`src/rtl/shift_add_mult8.sv`:
```
// +----------------------------------------------------------------------------+
// | Module   : shift_add_mult8                                                 |
// | Function : Sequential shift-add unsigned multiplier, one bit per cycle.    |
// |            Optional macro SHIFT_ADD_MULT8_ZERO_BYPASS_EN finishes zero     |
// |            operands in a single cycle.                                     |
// | Revision : 1.0  initial release                                            |
// +----------------------------------------------------------------------------+
`default_nettype none

module shift_add_mult8 #(
  parameter int WIDTH = 8
) (
  input  logic               clk,
  input  logic               rst_n,
  input  logic               start,
  input  logic [WIDTH-1:0]   a,
  input  logic [WIDTH-1:0]   b,
  output logic               ready,
  output logic               done,
  output logic [2*WIDTH-1:0] p
);

  localparam int CW = $clog2(WIDTH + 1);

  typedef enum logic [1:0] {
    S_IDLE = 2'd0,
    S_BUSY = 2'd1,
    S_DONE = 2'd2
  } state_t;

  state_t             r_state;
  state_t             w_state_nxt;
  logic [WIDTH-1:0]   r_mcand;
  logic [WIDTH-1:0]   r_mplr;
  logic [WIDTH-1:0]   r_upper;
  logic [CW-1:0]      r_count;
  logic [2*WIDTH-1:0] r_p;

  logic [WIDTH:0]     w_sum;
  logic [WIDTH-1:0]   w_next_upper;
  logic [WIDTH-1:0]   w_next_mplr;
  logic               w_last;
  logic               w_accept;
`ifdef SHIFT_ADD_MULT8_ZERO_BYPASS_EN
  logic               w_zero;
  assign w_zero = (a == '0) || (b == '0);
`endif

  // Carry-out of the add becomes the MSB of the combined right shift.
  assign w_sum        = {1'b0, r_upper} + (r_mplr[0] ? {1'b0, r_mcand} : '0);
  assign w_next_upper = w_sum[WIDTH:1];
  assign w_next_mplr  = {w_sum[0], r_mplr[WIDTH-1:1]};
  assign w_last       = (r_count == CW'(WIDTH - 1));
  assign w_accept     = (r_state == S_IDLE) && start;

  always_ff @(posedge clk or negedge rst_n) begin
    if (!rst_n) r_state <= S_IDLE;
    else        r_state <= w_state_nxt;
  end

  always_comb begin
    w_state_nxt = r_state;
    case (r_state)
      S_IDLE: begin
        if (w_accept) begin
`ifdef SHIFT_ADD_MULT8_ZERO_BYPASS_EN
          w_state_nxt = w_zero ? S_DONE : S_BUSY;
`else
          w_state_nxt = S_BUSY;
`endif
        end
      end
      S_BUSY:  if (w_last) w_state_nxt = S_DONE;
      S_DONE:  w_state_nxt = S_IDLE;
      default: w_state_nxt = S_IDLE;
    endcase
  end

  always_ff @(posedge clk or negedge rst_n) begin
    if (!rst_n) begin
      r_mcand <= '0;
      r_mplr  <= '0;
      r_upper <= '0;
      r_count <= '0;
      r_p     <= '0;
    end else begin
      case (r_state)
        S_IDLE: begin
          if (start) begin
            r_mcand <= a;
            r_mplr  <= b;
            r_upper <= '0;
            r_count <= '0;
`ifdef SHIFT_ADD_MULT8_ZERO_BYPASS_EN
            if (w_zero) r_p <= '0;
`endif
          end
        end
        S_BUSY: begin
          r_upper <= w_next_upper;
          r_mplr  <= w_next_mplr;
          r_count <= r_count + CW'(1);
          if (w_last) r_p <= {w_next_upper, w_next_mplr};
        end
        default: ;
      endcase
    end
  end

  assign ready = (r_state == S_IDLE);
  assign done  = (r_state == S_DONE);
  assign p     = r_p;

endmodule

`default_nettype wire

```
`config.mk`:
```
export PLATFORM = sky130hd
export DESIGN_NAME = shift_add_mult8
export DESIGN_NICKNAME = d
export VERILOG_FILES = /design/src/rtl/shift_add_mult8.sv
export SDC_FILE = /design/constraint.sdc
export NUM_CORES = 1
export LEC_CHECK = 0
export ABC_AREA = 1
export CORE_MARGIN = 5
export CORE_UTILIZATION = 40
export DETAILED_ROUTE_END_ITERATION = 10
export PLACE_DENSITY = 0.64
export SYNTH_ARGS = -nofsm -noshare
export SYNTH_HDL_FRONTEND = slang
export SYNTH_SLANG_ARGS = --single-unit
```
`constraint.sdc`:
```
create_clock -name clk -period 2.5 [get_ports clk]
set_clock_uncertainty 0.15 [all_clocks]
set_input_delay 0.375 -clock clk [delete_from_list [all_inputs] [get_ports clk]]
set_output_delay 0.375 -clock clk [all_outputs]
set_load 0.01 [all_outputs]
```
# Word level (Yosys, flattened, before mapping)
# Index checks and enable logic that the tools add are counted.
# op_classes
n_eq_ne,6
reduce_logical,7
n_addsub,2
mux,10
# op_table
operator,n
$pmux W8 S2,2
$mux W8,3
$add A8 B8 Y9,1
$pmux W4 S2,1
$reduce_and A2 Y1,4
$add A4 B1 Y4 const B,1
$eq A4 B3 Y1 const B,1
$mux W2,2
$mux W4,1
$ne A2 B2 Y1 const B,2
$pmux W2 S2,1
$eq A2 B1 Y1 const B,1
$eq A2 B2 Y1 const B,1
$logic_not A2 Y1,1
$ne A2 B1 Y1 const B,1
$reduce_bool A2 Y1,1
$logic_and A1 B1 Y1,1
# word_totals
register_bits,46
output_inout_bits,18
in_bits,19
wordCells,31

# Depth between registers and ports, before layout
# logic_depth
ltp_word,4
depth_mapped,13
mapped_depth_nobuf,12

# Worst setup path before layout
# Ideal clock, no wire load.
# synth_timing
path_kind,reg-to-reg
start,register r_mplr[0]
end,register r_upper[7]
setup_time_ps,117
path_stages_with_launch,14
n_path_buf,1
required_time_ps,2233
synth_period_minus_slack_ps,1943
setup_slack_ps,557
arrival_ps,1677
path_cell_list,dfrtp_1 clkbuf_1 nand2_1 inv_1 ha_1 fa_1 nand2_1 nand2_1 nand3_1 nand2_1 nand2_1 nand2_1 nand2_1 nand2_1
# synth_via
elab_chain_cells,3
# synth_rtl
item,line_no,text
from (decl),34,logic [WIDTH-1:0] r_mplr;
from (signal assigned),101,r_mplr <= w_next_mplr;
$mux W8,50,"assign w_sum = {1'b0, r_upper} + (r_mplr[0] ? {1'b0, r_mcand} : '0);"
$add A8 B8 Y9,50,
$pmux W8 S2,87,case (r_state)
to (signal assigned),100,r_upper <= w_next_upper;
to (decl),35,logic [WIDTH-1:0] r_upper;
# Every way passes these cells.
# A chain may end at the register's enable or synchronous reset.

# Worst setup path in the final report
# layout_timing
start,register r_mplr[0]
end,register r_p[15] (netlist: p[15])
# layout_via
elab_chain_cells,2
# layout_rtl
item,line_no,text
$mux W8,50,
$add A8 B8 Y9,50,
to (signal assigned),103,"if (w_last) r_p <= {w_next_upper, w_next_mplr};"
to (decl),37,logic [2*WIDTH-1:0] r_p;
# Every way passes these cells.

==> run summary <==
The final hold violation count came out at 1. The worst hold path belongs to the class input pin to asynchronous set/reset pin. The die is 85.5 um wide. The final worst hold slack came out at -0.00226 ns. Of the cells placed in the final design, the portion with a size suffix greater than 1 is 10.9%. In this run the register-to-register setup slack is 0.49 ns.

STA puts the critical path data required time at 2.55 ns. The number of nets at the end of the flow is 331. Summed over all failing endpoints, the final setup total negative slack is 0 ns. The synthesized-area fraction occupied by ao, oa, aoi and oai cells came out at 11.1%.

The total detailed-routing wirelength came out at 4.41 mm. The clock period minus final worst setup slack came out at 2.01 ns. The post-synthesis instance area came out at 2280 um2. The number of slew-limit violations in the final report is 0. Summed over all cells, the static leakage comes to 1.47 nW. The total setup buffers inserted after CTS is 0. The cell taking the most area after synthesis is dfrtp_1. The number of warnings issued by yosys is 0. The run finished, with violations left. Summing the areas of all xor and xnor instances in the mapped netlist gives 0.769% of the synthesized area.

The die height is 85.5 um. CTS placed an instance of clkbuf_8 at the clock tree root. The number of top-level pins came out at 37.

Of the post-synthesis cell area, the dominant cell type holds 50.5%. The repair_antennas step left the layout with diodes totalling 0. The number of gates resized after CTS was 0.

The area of the core region came out at 5510 um2. The largest buffer count on any clock path is 2. The synthesized netlist net count came out at 292. The portion of the post-synthesis area used by sequential elements is 50.5%. The DRC violations left came out at 0. Setup repair after global routing left no endpoint under its margin. The period utilization is 80.6%. The number of cell instances on the worst register-to-register path is 12. The H-tree was split into 2 levels. After floorplanning, the core was divided into 27 placement rows. After legalization and detailed placement, the total HPWL measured 3.18 mm. The layout overhead on the synthesized area came out at 23.0%. The number of filler instances in the final layout is 516.

Leaving out fill and tap cells, the most frequent cells in the layout are nand2_1 (97), dfrtp_1 (46), clkdlybuf4s50_1 (35). The clock edge transition at the registers on the reported setup and hold paths came out at 0.08 ns. The post-route core utilization is 50.9%.

Leaving out fill and tap cells, the most frequent cell in the layout is nand2_1. The simple-gate portion of the synthesized area is 23.9%. Hold repair after CTS inserted 0 buffers. The maximum fanout along the worst path is 9. The startpoint identified for the worst register-to-register timing path is r_mplr[0].

The worst endpoint data arrival time is 2.06 ns. The final weighted congestion of routability-driven global placement is 0.825. The total via count after detailed routing is 1,759. In this run, CTS created clock tree buffers numbering 5. The transition time of the tightest slew-check pin is 0.581 ns. The arithmetic-cell share of the synthesized area counting full adders, half adders and majority gates came out at 5.82%. STA classifies the critical path startpoint as a flip-flop.

The worst flop-to-flop path endpoint is p[15]. The post-synthesis mux area share is 0%. The path type of the worst setup path is flip-flop to flip-flop. Before antenna repair, the detailed router went through 4 iterations.

After detailed routing, the number of vias per cell comes to 4.69. The achievable frequency is 496 MHz. The clock net in this run drives a total of 46 sinks. For this configuration, the core starts out at a cell density of 41.4%. The setup violation total in the final timing report came out at 0. In this run the tightest slew margin relative to its limit is 61.3%. The number of instances in the synthesized netlist is 263. The mean instance size in the synthesized netlist came out at 8.66 um2. After synthesis, the cell types taking the most area are dfrtp_1 (51%), nand2_1 (16%), inv_1 (5.1%). In this run, the number of DRC markers left after iteration 0 of detailed routing was 85. The via count of the first global-routing pass was 1,732. The maximum resistive drop on vdd came out at 0.000556 V.

The largest net degree at the start of global routing came out at 47. The main combinational cell family by area after synthesis is simple AND/OR/NAND/NOR gates. Timing analysis after detailed placement gives a worst setup slack of 0.467 ns.

The source-to-sink clock delay at the later pin of the worst-skew pair came out at 0.30 ns. In this run the remaining antenna-violating nets after routing total 0. The overall fraction of global-route tracks in use came out at 13.5%. In the post-route analysis, the smallest setup slack over all paths is 0.485 ns.

The floorplan step defined a die boundary enclosing 7310 um2. After synthesis, the netlist uses 28 different library cells. Synthesis inferred 46 register bits. The final reports fail on hold timing. The nature of the critical path endpoint is a flip-flop. The wire length per cell after detailed routing is 11.8 um.

The CTS tree is built. The number of maximum-capacitance violations came out at 0. The number of antenna violations at the first check in global routing is 0.

For this run the aggregate overflow at the end of global routing stands at 0. The first-pass GRT wire length is 7.81 mm. The power density over cell area came out at 1310 nW/um2. Input and output buffers added on the ports amount to 36.
==> cell type report <==
type	instances	area [um2]	area share (%)
Inverter	34	133	4.73
Clock inverter	2	37.5	1.34
Multi-Input combinational cell	177	947	33.8
Timing Repair Buffer	38	370	13.2
Tap cell	72	90.1	3.22
Sequential cell	46	1150	41.1
Clock buffer	6	72.6	2.59
==> power by group <==
group | switching (mW) | internal, mW
Clock | 0.248 | 0.298
Sequential | 0.206 | 1.10
Combinational | 1.04 | 0.780
==> cell families (layout without fill, tap and decap cells) <==
family                     count (synthesis)  in the layout
AOI/OAI and AO/OA                         36             36
adders and majority gates                 10             10
DFF                                       46             46
and+or+nand+nor                          129            129
buffers and inverters                     40             80
xor gates and xnor gates                   2              2
==> sequential cells by signal, summed over array words and instances (netlist names) <==
register / count
r_mplr: 8
r_count: 4
r_state: 2
r_upper: 8
r_mcand: 8
p: 16
==> worst max-delay path, cell delays in order (launching register included) <==
cell and delay [ns]:
dfrtp_1 0.47, nand2_1 0.09, inv_1 0.04, ha_1 0.19
fa_1 0.40, nand2_1 0.09, nand2_1 0.09, nand3_1 0.10
nand2_1 0.07, nand2_1 0.06, nand2_1 0.06, nand2_1 0.06
nand2_1 0.05
==> metrics by stage <==
stage          cells  total power, mW  area, um2
2_1_floorplan    263             2.61       2280
5_1_grt          375             4.01       2800
6_report         375             3.67       2800
3_3_place_gp     367             3.13       2690
4_1_cts          375             3.72       2800
3_5_place_dp     367             3.16       2690
==> synthesized netlist by cell type <==
master     n
nand2_1   97
dfrtp_1   46
inv_1     31
nand3_1   17
a21oi_1    9
ha_1       9
o21ai_2    9
o22ai_1    9
nor2_1     6
nand2_2    4
a21oi_2    3
buf_6      3
buf_2      2
inv_4      2
nand3b_1   2
o21ai_0    2
a21o_1     1
a22o_1     1
a31oi_2    1
clkbuf_1   1
fa_1       1
inv_2      1
nor2_2     1
nor2_8     1
o31ai_1    1
or2_2      1
xnor2_1    1
xor2_1     1
==> worst max-delay path by stage <==
stage / from / to / slack [ns] / cells past startpoint
3_3_place_gp: r_mplr[0] / r_upper[7] / 0.51 / 12
3_5_place_dp: r_mplr[0] / r_upper[7] / 0.47 / 12
6_report: r_mplr[0] / p[15] / 0.49 / 12
4_1_cts: r_mplr[0] / r_upper[7] / 0.47 / 12
5_1_grt: r_mplr[0] / r_upper[7] / 0.27 / 12
2_1_floorplan: r_mplr[0] / r_upper[7] / 0.56 / 13
==> layer usage <==
layer | vias up | global-route usage, % | part of all wire, % | wire length, um
met5 | - | 0 | 0 | 0
met4 | 0 | 5.18 | 1.5 | 68
met3 | 7 | 3.30 | 4.5 | 197
met2 | 31 | 22.2 | 47 | 2060
met1 | 806 | 17.0 | 47 | 2080
li1 | 915 | - | - | -
No activity file was read; power rests on OpenSTA's default activity.
